### config.mk
export PLATFORM = sky130hd
export DESIGN_NAME = dac_spi_receiver
export DESIGN_NICKNAME = d
export VERILOG_FILES = /design/src/rtl/dac_spi_receiver.sv
export SDC_FILE = /design/constraint.sdc
export NUM_CORES = 1
export LEC_CHECK = 0
export BUFFER_PORTS_ARGS = -buffer_cell sky130_fd_sc_hd__buf_4
export CAP_MARGIN = 10
export CORE_MARGIN = 5
export CORE_UTILIZATION = 53
export CTS_BUF_LIST = sky130_fd_sc_hd__clkbuf_4 sky130_fd_sc_hd__clkbuf_8
export CTS_CLUSTER_DIAMETER = 50
export CTS_CLUSTER_SIZE = 30
export DETAILED_ROUTE_END_ITERATION = 10
export GPL_ROUTABILITY_DRIVEN = 1
export PLACE_DENSITY = 0.76
export SETUP_SLACK_MARGIN = 0.1
export SLEW_MARGIN = 0
export SYNTH_ARGS = -nofsm -noshare
export SYNTH_HDL_FRONTEND = slang
export SYNTH_SLANG_ARGS = --single-unit
### constraint.sdc
create_clock -name clk -period 3.3 [get_ports clk]
set_input_delay 0.66 -clock clk [delete_from_list [all_inputs] [get_ports clk]]
set_output_delay 0.66 -clock clk [all_outputs]
set_load 0.05 [all_outputs]
### src/rtl/dac_spi_receiver.sv
// Serial DAC command receiver: oversamples CS_N/LDAC_N/DIN/SCLK in the clk domain,
// decodes dual-channel 16-bit frames into double-buffered 12-bit codes, and
// transfers input registers to the outputs on LDAC_N.
`timescale 1ns/1ps
module dac_spi_receiver #(
    parameter int FRAME_BITS  = 16,
    parameter int DATA_BITS   = 12,
    parameter int SYNC_STAGES = 2
) (
    input  logic                 clk,
    input  logic                 rst,
    input  logic                 dac_cs_n,
    input  logic                 dac_ldac_n,
    input  logic                 dac_din,
    input  logic                 dac_sclk,
    output logic [DATA_BITS-1:0] code_a,
    output logic [DATA_BITS-1:0] code_b,
    output logic                 active_a,
    output logic                 active_b,
    output logic [1:0]           cfg_a,
    output logic [1:0]           cfg_b,
    output logic                 frame_valid,
    output logic                 frame_error,
    output logic                 update
);

    localparam int CNT_W = $clog2(FRAME_BITS + 2);
    localparam int REG_W = DATA_BITS + 3;
    localparam int SET_W = $clog2(SYNC_STAGES + 2) + 1;
    localparam logic [CNT_W-1:0] CNT_FULL = CNT_W'(FRAME_BITS);
    localparam logic [CNT_W-1:0] CNT_MAX  = CNT_W'(FRAME_BITS + 1);
    // Chains plus the edge-detect register must hold real pin values before edges count.
    localparam logic [SET_W-1:0] SETTLE   = SET_W'(SYNC_STAGES + 1);

    typedef enum logic {S_IDLE, S_SHIFT} state_t;

    state_t r_state, w_state_nxt;

    logic [SYNC_STAGES-1:0] r_cs_sync, r_ldac_sync, r_sclk_sync, r_din_sync;
    logic                   r_cs_prev, r_ldac_prev, r_sclk_prev;
    logic [SET_W-1:0]       r_settle;
    logic                   r_armed;
    logic [FRAME_BITS-1:0]  r_shift;
    logic [CNT_W-1:0]       r_cnt;
    logic [REG_W-1:0]       r_in_a, r_in_b;

    logic w_cs, w_ldac, w_sclk, w_din;
    logic w_settled, w_cs_fall, w_cs_rise, w_ldac_fall, w_sclk_rise;
    logic w_start, w_end, w_good, w_bad, w_shift_en, w_xfer;
    logic [REG_W-1:0] w_word, w_in_a_nxt, w_in_b_nxt;

    assign w_cs   = r_cs_sync[SYNC_STAGES-1];
    assign w_ldac = r_ldac_sync[SYNC_STAGES-1];
    assign w_sclk = r_sclk_sync[SYNC_STAGES-1];
    assign w_din  = r_din_sync[SYNC_STAGES-1];

    assign w_settled   = (r_settle == SETTLE);
    assign w_cs_fall   = r_cs_prev & ~w_cs;
    assign w_cs_rise   = ~r_cs_prev & w_cs;
    assign w_ldac_fall = w_settled & r_ldac_prev & ~w_ldac;
    assign w_sclk_rise = ~r_sclk_prev & w_sclk;

    // Matched synchronizer chains, edge-detect history and post-reset arming.
    always_ff @(posedge clk or posedge rst) begin
        if (rst) begin
            r_cs_sync   <= '1;
            r_ldac_sync <= '1;
            r_sclk_sync <= '0;
            r_din_sync  <= '0;
            r_cs_prev   <= 1'b1;
            r_ldac_prev <= 1'b1;
            r_sclk_prev <= 1'b0;
            r_settle    <= '0;
            r_armed     <= 1'b0;
        end else begin
            r_cs_sync   <= {r_cs_sync[SYNC_STAGES-2:0],   dac_cs_n};
            r_ldac_sync <= {r_ldac_sync[SYNC_STAGES-2:0], dac_ldac_n};
            r_sclk_sync <= {r_sclk_sync[SYNC_STAGES-2:0], dac_sclk};
            r_din_sync  <= {r_din_sync[SYNC_STAGES-2:0],  dac_din};
            r_cs_prev   <= w_cs;
            r_ldac_prev <= w_ldac;
            r_sclk_prev <= w_sclk;
            if (!w_settled) begin
                r_settle <= r_settle + 1'b1;
            end
            // A frame may only start after CS_N has been seen high, so a select
            // already low when reset releases never opens a partial frame.
            if (w_settled && w_cs) begin
                r_armed <= 1'b1;
            end
        end
    end

    // Frame state register.
    always_ff @(posedge clk or posedge rst) begin
        if (rst) begin
            r_state <= S_IDLE;
        end else begin
            r_state <= w_state_nxt;
        end
    end

    // Frame next-state and frame-boundary decode.
    always_comb begin
        w_state_nxt = r_state;
        w_start     = 1'b0;
        w_end       = 1'b0;
        w_shift_en  = 1'b0;
        case (r_state)
            S_IDLE: begin
                if (r_armed && w_cs_fall) begin
                    w_state_nxt = S_SHIFT;
                    w_start     = 1'b1;
                end
            end
            S_SHIFT: begin
                if (w_cs_rise) begin
                    w_state_nxt = S_IDLE;
                    w_end       = 1'b1;
                end else begin
                    w_shift_en  = w_sclk_rise;
                end
            end
            default: w_state_nxt = S_IDLE;
        endcase
    end

    assign w_good = w_end & (r_cnt == CNT_FULL);
    assign w_bad  = w_end & (r_cnt != CNT_FULL);
    assign w_word = {r_shift[FRAME_BITS-2 -: 3], r_shift[DATA_BITS-1:0]};

    // Next input-register contents, so a transfer in the same cycle sees the new frame.
    always_comb begin
        w_in_a_nxt = r_in_a;
        w_in_b_nxt = r_in_b;
        if (w_good) begin
            if (r_shift[FRAME_BITS-1]) begin
                w_in_b_nxt = w_word;
            end else begin
                w_in_a_nxt = w_word;
            end
        end
    end

    // LDAC_N edge, or LDAC_N held low at the end of a good frame, triggers one transfer.
    assign w_xfer = w_ldac_fall | (w_good & ~w_ldac);

    // Shift register, bit counter, input/output registers and status pulses.
    always_ff @(posedge clk or posedge rst) begin
        if (rst) begin
            r_shift     <= '0;
            r_cnt       <= '0;
            r_in_a      <= '0;
            r_in_b      <= '0;
            code_a      <= '0;
            code_b      <= '0;
            active_a    <= 1'b0;
            active_b    <= 1'b0;
            cfg_a       <= 2'b00;
            cfg_b       <= 2'b00;
            frame_valid <= 1'b0;
            frame_error <= 1'b0;
            update      <= 1'b0;
        end else begin
            frame_valid <= w_good;
            frame_error <= w_bad;
            update      <= w_xfer;
            if (w_start) begin
                r_shift <= '0;
                r_cnt   <= '0;
            end else if (w_shift_en) begin
                r_shift <= {r_shift[FRAME_BITS-2:0], w_din};
                if (r_cnt != CNT_MAX) begin
                    r_cnt <= r_cnt + 1'b1;
                end
            end
            r_in_a <= w_in_a_nxt;
            r_in_b <= w_in_b_nxt;
            if (w_xfer) begin
                code_a   <= w_in_a_nxt[DATA_BITS-1:0];
                active_a <= w_in_a_nxt[DATA_BITS];
                cfg_a    <= w_in_a_nxt[DATA_BITS+2:DATA_BITS+1];
                code_b   <= w_in_b_nxt[DATA_BITS-1:0];
                active_b <= w_in_b_nxt[DATA_BITS];
                cfg_b    <= w_in_b_nxt[DATA_BITS+2:DATA_BITS+1];
            end
        end
    end

endmodule

==> impl_metrics.tcl <==
set metrics [dict create \
    cts_made_buffers 9 \
    layout_commonest_cell "dfrtp_1" \
    critical_path.max_fanout 31 \
    rsz0062_at_grt "false" \
    period_needed_ps 2320 \
    cap_viol_max_count 0 \
    yosys.cell_types.count 31 \
    grt_max_degree 61 \
    routed_wl_um 6520 \
    post-place-ws_ps 978 \
    area_growth_pct 14.1 \
    arrival_ps 2560 \
    syn_nets 282 \
    final_cell_area_mm2 0.00453 \
    die_h_um 96.5 \
    hold_class "register to register" \
    cts_tree "yes" \
    fp-row-count 31 \
    timing.final.ws_setup_ps 978 \
    nets 323 \
    core_mm2 0.00725 \
    wire_per_inst_um 15.7 \
    grt_pass1_wl_um 11100 \
    clock_path_buffers 2 \
    hold_ws_ps 355 \
    timing.setup.tns_ps 0 \
    period_share_pct 70.4 \
    root_buffer "clkbuf_8" \
    worst_slew_pin_slew_ps 1070 \
    end_kind "register" \
    synth_enable_flop_cells 0 \
    cts.sinks 100 \
    clk_pin_slew_worst_paths_ps 90 \
    clk_latency_ps 350 \
    die_w_um 96.5 \
    start_util_pct 54.7 \
    htree_levels 3 \
    io_buffers 38 \
    synth-async-reset-ratio_pct 100 \
    firstDrtPassIters 4 \
    outcome "completed" \
    skew_ps 10.0 \
    most-common-layout-cells "dfrtp_1, buf_4, nand2_1, mux2_2, mux2_4" \
    drc 0 \
    drt-initial-drc-count 53 \
    required_ps 3540 \
    final_core_util_pct 62.4 \
    grt_pass1_vias 2217 \
    die-area_mm2 0.00932 \
    yosys_register_bits 100 \
    drive_gt1_share_pct 42.0 \
    max_freq_mhz 431 \
    peakVddDrop_mv 0.258 \
    routed_via_density 5.11 \
    leakage_nw 2.23 \
    setup_viol_count_final 0 \
    dp_hpwl_um 4210 \
    antenna_found_initial 0 \
    postCtsHoldBufs 0 \
    final-instance-count-excl-fill 416 \
    grt_overflow_total 0 \
    relSlewSlack_pct 28.1 \
    gp_congestion 0.778 \
    vias 2124 \
    synth_ff_type "dfrtp_1" \
    synth_area_mm2 0.00397 \
    syn_avg_cell_area_um2 14.6 \
    ctsResizeCount 0 \
    drv_slew 0 \
    diodes 0 \
    placement.cell_area_mm2 0.00434 \
    grt_use_total_pct 15.6 \
    boundaryPins 39 \
    ys_seq_area_share_pct 63.2 \
    synthCells 271 \
    crit_type "register to register" \
    worstSetupStartpointType "register" \
    p_per_area_mw_per_mm2 469 \
    fin_total_pwr_mw 2.12 \
    yosys_warnings 0 \
    cts_setup_buffers 0 \
    final_antenna_net_count 0 \
    placed_cells 400 \
    hold_viol 0 \
]
-- cell usage after synthesis, types with 2 or more instances --
cell,n,area (µm²)
xnor2_1,4,35.0
mux2i_1,2,20.0
mux2_2,31,349
clkbuf_1,4,15.0
nand3b_1,3,22.5
nor2_1,6,22.5
nand2_1,34,128
dfstp_2,6,158
nand3_1,2,10.0
ha_1,5,62.6
o21ai_0,4,20.0
buf_6,3,33.8
inv_1,7,26.3
and4bb_2,2,25.0
nand2b_1,2,12.5
dfrtp_1,94,2350
mux2_4,30,450
a21oi_1,17,85.1
nor3_1,2,10.0
nor2b_1,2,12.5
-- cells by family (layout without fill, tap and decap cells) --
group / count (synthesis) / after routing / share of synthesized area, %
flip-flops: 100 / 100 / 63.2
multiplexers: 63 / 63 / 20.6
AO/OA/AOI/OAI: 23 / 23 / 3.06
AND/OR/NAND/NOR: 58 / 58 / 7.88
buffers and inverters: 18 / 64 / 2.71
XOR/XNOR: 4 / 4 / 0.883
adder cells (fa/ha/maj): 5 / 5 / 1.58
-- cell type report --
class,instances,area [µm²]
inverters,7,30.0
fillers,566,2730
well taps,99,124
clock buffers,9,124
multi-input cells,153,1360
clock inverters,7,60.1
repair buffers,41,320
flip-flops and latches,100,2510
-- power breakdown --
| part | internal (mW) | switching, mW | leakage, nW | total, mW |
|---|---|---|---|---|
| clock | 0.285 | 0.434 | 0.0840 | 0.719 |
| sequential | 1.25 | 0.0309 | 1.34 | 1.29 |
| combinational | 0.0428 | 0.0744 | 0.803 | 0.117 |
-- path summary, 6_finish.rpt --
check / endpoint / cells past startpoint / start / slack [ps]
worst max-delay path: active_b / 5 / r_cs_sync[1] / 980
worst min register to register: r_sclk_sync[1] / 0 / r_sclk_sync[0] / 360
worst max register to register: active_b / 5 / r_cs_sync[1] / 980
worst min-delay path: r_sclk_sync[1] / 0 / r_sclk_sync[0] / 360
min in group asynchronous: code_a[0] / 2 / rst / 480
max in group asynchronous: r_cs_sync[0] / 3 / rst / 2020
-- critical path: stages (launching register included) --
cell,delay [ps]
dfstp_2,590
nor2b_1,460
a32oi_1,250
nor2_4,110
buf_4,400
mux2_2,390
-- registers in the layout, indices dropped and copies added (netlist names), 3 cells and up --
| name | cells |
|---|---|
| r_cnt | 5 |
| r_settle | 3 |
| code_a | 12 |
| r_shift | 16 |
| r_in_b | 15 |
| r_in_a | 15 |
| code_b | 12 |
-- per-layer routing --
metal  track usage [%]  up-vias  share of wire (%)  wire length (µm)
met5                 0        -                  0                 0
met4              5.96        0                1.1                74
met3              2.87       11                2.9               188
met2              24.3       35                 48              3120
met1              22.0     1067                 48              3140
li1                  -     1011                  -                 -
No activity file was read; power rests on OpenSTA's default activity.
